[src/rtl/div_period_monitor.sv]
// Measures high/low phase lengths of the divider toggle output and reports them over valid/ready.
// Optional DIV_MON_CHECK_EN builds the half-period comparator behind the sticky err flag.
module div_period_monitor #(
    parameter int CNT_W    = 30,
    parameter int EXP_HALF = 10,
    parameter int TOL      = 0
) (
    input  logic             clk,
    input  logic             reset,
    input  logic             div_in,
    input  logic             meas_ready,
    output logic             meas_valid,
    output logic [CNT_W-1:0] meas_high,
    output logic [CNT_W-1:0] meas_low,
    output logic             overrun,
    output logic             sat,
    output logic             err
);

    typedef enum logic [1:0] {IDLE, HIGH, LOW} state_t;

    localparam logic [CNT_W-1:0] CNT_MAX = '1;
    localparam logic [CNT_W-1:0] CNT_ONE = CNT_W'(1);

    state_t           state;
    logic             div_q;
    logic [CNT_W-1:0] cnt;
    logic [CNT_W-1:0] hi_len;
    logic [CNT_W-1:0] cnt_inc;
    logic             rise;
    logic             fall;
    logic             complete;
    logic             load;

    // div_in already lives in the clk domain, so a single delay flop is enough for edge detect
    assign rise     = div_in & ~div_q;
    assign fall     = ~div_in & div_q;
    assign cnt_inc  = (cnt == CNT_MAX) ? cnt : cnt + CNT_ONE;
    assign complete = (state == LOW) & rise;
    assign load     = complete & (~meas_valid | meas_ready);
    assign sat      = (state != IDLE) & (cnt == CNT_MAX);

    always_ff @(posedge clk or posedge reset) begin
        if (reset) begin
            state  <= IDLE;
            div_q  <= 1'b0;
            cnt    <= '0;
            hi_len <= '0;
        end else begin
            div_q <= div_in;
            case (state)
                IDLE: begin
                    if (rise) begin
                        cnt   <= CNT_ONE;
                        state <= HIGH;
                    end
                end
                HIGH: begin
                    if (fall) begin
                        hi_len <= cnt;
                        cnt    <= CNT_ONE;
                        state  <= LOW;
                    end else if (div_in) begin
                        cnt <= cnt_inc;
                    end
                end
                LOW: begin
                    if (rise) begin
                        cnt   <= CNT_ONE;
                        state <= HIGH;
                    end else if (!div_in) begin
                        cnt <= cnt_inc;
                    end
                end
                default: state <= IDLE;
            endcase
        end
    end

    // A completion that finds the holding register busy is dropped, never queued
    always_ff @(posedge clk or posedge reset) begin
        if (reset) begin
            meas_valid <= 1'b0;
            meas_high  <= '0;
            meas_low   <= '0;
            overrun    <= 1'b0;
        end else if (load) begin
            meas_valid <= 1'b1;
            meas_high  <= hi_len;
            meas_low   <= cnt;
        end else if (complete) begin
            overrun <= 1'b1;
        end else if (meas_valid && meas_ready) begin
            meas_valid <= 1'b0;
        end
    end

`ifdef DIV_MON_CHECK_EN
    localparam logic [CNT_W-1:0] EXP_V = CNT_W'(EXP_HALF);
    localparam logic [CNT_W-1:0] TOL_V = CNT_W'(TOL);

    function automatic logic off_band(input logic [CNT_W-1:0] v);
        logic [CNT_W-1:0] diff;
        diff = (v >= EXP_V) ? v - EXP_V : EXP_V - v;
        return diff > TOL_V;
    endfunction

    always_ff @(posedge clk or posedge reset) begin
        if (reset) begin
            err <= 1'b0;
        end else if (load && (off_band(hi_len) || off_band(cnt))) begin
            err <= 1'b1;
        end
    end
`else
    logic unused_cfg;
    assign unused_cfg = ^{EXP_HALF, TOL};
    assign err        = 1'b0;
`endif

endmodule

[config.mk]
export PLATFORM = sky130hd
export DESIGN_NAME = div_period_monitor
export DESIGN_NICKNAME = d
export VERILOG_FILES = /design/src/rtl/div_period_monitor.sv
export SDC_FILE = /design/constraint.sdc
export NUM_CORES = 1
export LEC_CHECK = 0
export ABC_CLOCK_PERIOD_IN_PS = 12850
export CORE_MARGIN = 4
export CORE_UTILIZATION = 29
export CTS_CLUSTER_DIAMETER = 150
export DETAILED_ROUTE_END_ITERATION = 8
export SLEW_MARGIN = 0
export SYNTH_ARGS = -nofsm -noshare
export SYNTH_HDL_FRONTEND = slang
export SYNTH_SLANG_ARGS = --single-unit
[constraint.sdc]
create_clock -name clk -period 12.85 [get_ports clk]
set_input_delay 2.57 -clock clk [delete_from_list [all_inputs] [get_ports clk]]
set_output_delay 2.57 -clock clk [all_outputs]
set_load 0.01 [all_outputs]
Yosys cells after proc, flatten, opt, wreduce, memory -nomap -nowiden --
Index checks and enable logic that the tools add are counted.
Cells by class: bitwise operators 10, $add $sub $neg 1, multiply operators 0, reductions and logical operators 11, shift-type cells 0, eq/ne operators 9, div/mod/pow operators 0, order comparisons 0, multiplexer cells 13
Operators by type and width (number):
- 30-bit 2-to-1 mux | 6
- 30-bit case mux with 3 select lines | 1
- 30-bit by 1-bit adder with 30-bit output, second input constant | 1
- 30-bit == test, second input constant | 1
- 2-bit AND reduction | 4
- 3-bit != test, second input constant | 2
- 1-bit bitwise AND | 5
- 2-bit 2-to-1 mux | 2
- 2-bit by 1-bit != test with 1-bit output, second input constant | 2
- 2-bit != test, second input constant | 2
- 1-bit inverter | 4
- 2-bit case mux with 2 select lines | 1
- 4-bit AND reduction | 1
- 2-bit nonzero test | 2
- 1-bit 2-to-1 mux | 3
- 3-bit nonzero test | 1
- 2-bit by 1-bit == test with 1-bit output, second input constant | 1
- 2-bit == test, second input constant | 1
- 2-bit logical NOT | 1
- 2-bit OR reduction | 1
- 1-bit logical AND | 1
- 1-bit bitwise OR | 1
Word-level totals: output and inout port bits 64, bits in writable memories 0, logic and storage cells 52, memories 0, ROM bits 0, bits of input ports 4, bits in latches 0, register bits 125

Depth between registers and ports, before layout --
depth after elaboration 6, depth in mapped cells 10, depth with buffers taken out 7

Worst setup path after synthesis --
Ideal clock, no wire load.
path type register to output, start reg cnt[0], end out sat, stages on the path, launching flop included 7, slack 8.781 ns, arrival time 1.499 ns, path buffers 1, data required time 10.280 ns, cells stage by stage dfrtp_1 -> ha_1 -> and2_1 -> and4_1 -> buf_2 -> nand4_1 -> nor2_1
Between the ends: cells in the longest elaborated chain, start to end 2
RTL lines:
- start, declared | line 27 | logic [CNT_W-1:0] cnt;
- start signal, assigned | line 64 | cnt <= cnt_inc;
- start signal, assigned | line 72 | cnt <= cnt_inc;
- 30-bit == test | line 41 | assign sat = (state != IDLE) & (cnt == CNT_MAX);
- 1-bit bitwise AND | line 41
- end, declared | line 16 | output logic sat,
No other way between the ends.

Final worst setup path --
Same ends and word-level chain as after synthesis.

==> flow_metrics.tcl <==
set metrics [dict create \
    status "finished clean" \
    cp.required_ns 10.28 \
    gp_congestion 0.8844 \
    synth-edff-count 0 \
    dieArea_um2 21690 \
    fmax_ghz 0.1809 \
    use_met1 0.1539 \
    netlist_instances 453 \
    synth.top_cell.area_share 0.5559 \
    setup.worst_path.end_class "output pin" \
    rsz0062_at_grt "no" \
    ant_nets 0 \
    synth_seq_area_share 0.5559 \
    rows 50 \
    yosys.area.top_type "dfrtp_1" \
    fin_area_um2 7128 \
    setup_viol 0 \
    finalHoldViolations 0 \
    setup_slack_ns 7.324 \
    reg2reg_to "cnt[24]" \
    top_usage_layer "met2" \
    cts.sinks 125 \
    io_buffers 66 \
    report.final.slew_viol_count 0 \
    drt_iter0_markers 231 \
    clkSlewWorstSetupHoldPaths_ns 0.06 \
    hold_slack_ns 0.4874 \
    cts_tree "yes" \
    nets 524 \
    hold_path_startpoint "hi_len[22]" \
    holdPathEnd "hi_len[22]" \
    syn_avg_cell_area_um2 12.42 \
    post-place-ws_ns 7.210 \
    grt_first_pass_wirelength_mm 21.20 \
    ir_drop_v 0.00009410 \
    synth_cell_types 53 \
    hold_class "flop to flop" \
    synthesis.nets 462 \
    cts_buffers 17 \
    netlist_top_cells_area "dfrtp_1 56%, mux2_2 17%, or4_1 2.1%" \
    reg2reg_slack_ns 9.56 \
    ys.flop_type "dfrtp_1" \
    root_buffer "clkbuf_16" \
    p_per_area_nw_per_um2 158.7 \
    die_h_um 147.3 \
    coreArea_um2 18890 \
    grt_pass1_vias 4053 \
    grt_max_degree 66 \
    drcViolationCount 0 \
    start_util 0.2978 \
    grt.overflow.total 0 \
    maxCapViolCount 0 \
    fin_crit_sh 0.4301 \
    hpwl_mm 8.471 \
    ctsResizeCount 0 \
    timing.clock.skew_ns 0.01133 \
    whs_path_depth 2 \
    syn_area_um2 5627 \
    area_delta_synth_final_pct 26.68 \
    period_needed_ns 5.526 \
    use_met2 0.1959 \
    drive_gt1_frac 0.2538 \
    via_count 3940 \
    crit_type "flop to output pin" \
    cp.arrival_ns 2.96 \
    slew_headroom 0.2354 \
    ys_ff_latch 125 \
    viasPerCell 5.000 \
    final_core_util 0.3773 \
    antenna_found_initial 0 \
    postCtsSetupBuffers 0 \
    ctsHoldBuffers 0 \
    synth_most_common_cell "dfrtp_1" \
    placed_area_um2 6511 \
    p_leak_nw 3.107 \
    yosysWarnings 0 \
    drt-total-wl_mm 12.55 \
    wire_per_inst_um 15.93 \
    fin_setup_tns_ns 0 \
    die_width_um 147.3 \
    reg2regPathDepth 7 \
    clock_latency_ns 0.42 \
    async_reset_ff_frac 1.000 \
    critPathMaxFanout 11 \
    cts_buffer_depth 2 \
    cts_htree_levels 4 \
    post_synth_most_frequent_cells "125 x dfrtp_1, 87 x mux2_2, 28 x nand2_1" \
    use_met3 0.03486 \
    worst_pin_slew_ns 1.144 \
    io_pins 68 \
    reg2reg_from "state[0]" \
    drt_first_pass_iters 5 \
    grt_usage 0.1213 \
    n_antenna_cell 0 \
    startpoint_type "flop" \
]
cell usage in the layout (no fill, tap or decap), types with 3 or more instances in the layout:
cell type          n
nor4_1             3
inv_1              7
clkdlybuf4s50_1   66
mux2i_1            3
o211ai_1           6
nand2_1           28
bufinv_16          3
o21ai_0           11
buf_4              3
nor2_1            13
ha_1               5
or4_1             16
nand2b_1           4
nor3_1             3
and4_1             6
and2_1             3
clkbuf_16         17
mux2_2            87
and3_1             4
dfrtp_1          125
or3_1              6
nand4_1           13
clkinv_2           3
clkinv_4           3
a21oi_1           18
nand3_1           17
o31ai_1           13
metal layers:
layer,up-vias,wire length (µm)
li1,1819,-
met1,1995,5539
met2,115,6282
met3,11,604
met4,0,127
met5,-,0
final cells by class:
cell class	instances	area (µm²)
fill	1849	11770
clock buffer	19	452.9
timing repair buffer	69	683.2
sequential	125	3128
clock inverter	13	163.9
multi-input combinational	294	2342
inverter	8	32.53
tap	260	325.3
kinds of logic after synthesis:
logic type                 share of synthesized area
and+or+nand+nor                               0.1303
DFF                                           0.5559
muxes                                         0.1795
AOI/OAI and AO/OA                            0.09451
buffers and inverters                        0.02802
adders and majority gates                    0.01112
other                                      0.0006665
state kept, by name, summed over array words and instances, names as in the netlist:
register    flops
cnt            30
hi_len         30
overrun         1
state           2
meas_high      30
div_q           1
meas_low       30
meas_valid      1
worst max-delay path, cell delays in order (launching register included):
cell             delay (ns)
dfrtp_1                0.48
ha_1                   0.21
and2_1                 0.22
and4_1                 0.46
nand4_1                0.32
nor2_1                 0.26
clkdlybuf4s50_1        0.58
worst max-delay path by stage:
stage,cells after the start,start,end
after floorplan,1,reset,cnt[0]
after global placement,6,div_in,cnt[24]
after detailed placement,6,div_in,cnt[24]
after CTS,6,cnt[0],sat
after global routing,6,cnt[0],sat
final,6,cnt[0],sat
power breakdown:
group          internal, mW  total (mW)  switching, mW
clock network         0.316       0.497          0.180
registers             0.413       0.431         0.0182
logic                0.0707       0.203          0.133
total                 0.800        1.13          0.331
metrics by stage:
step	cells	total power, mW
finish	788	1.131
floorplan	453	0.5845
CTS	788	1.147
detailed placement	756	0.6430
global placement	756	0.6305
global route	788	1.185
Power figures use the tool's default switching activity.
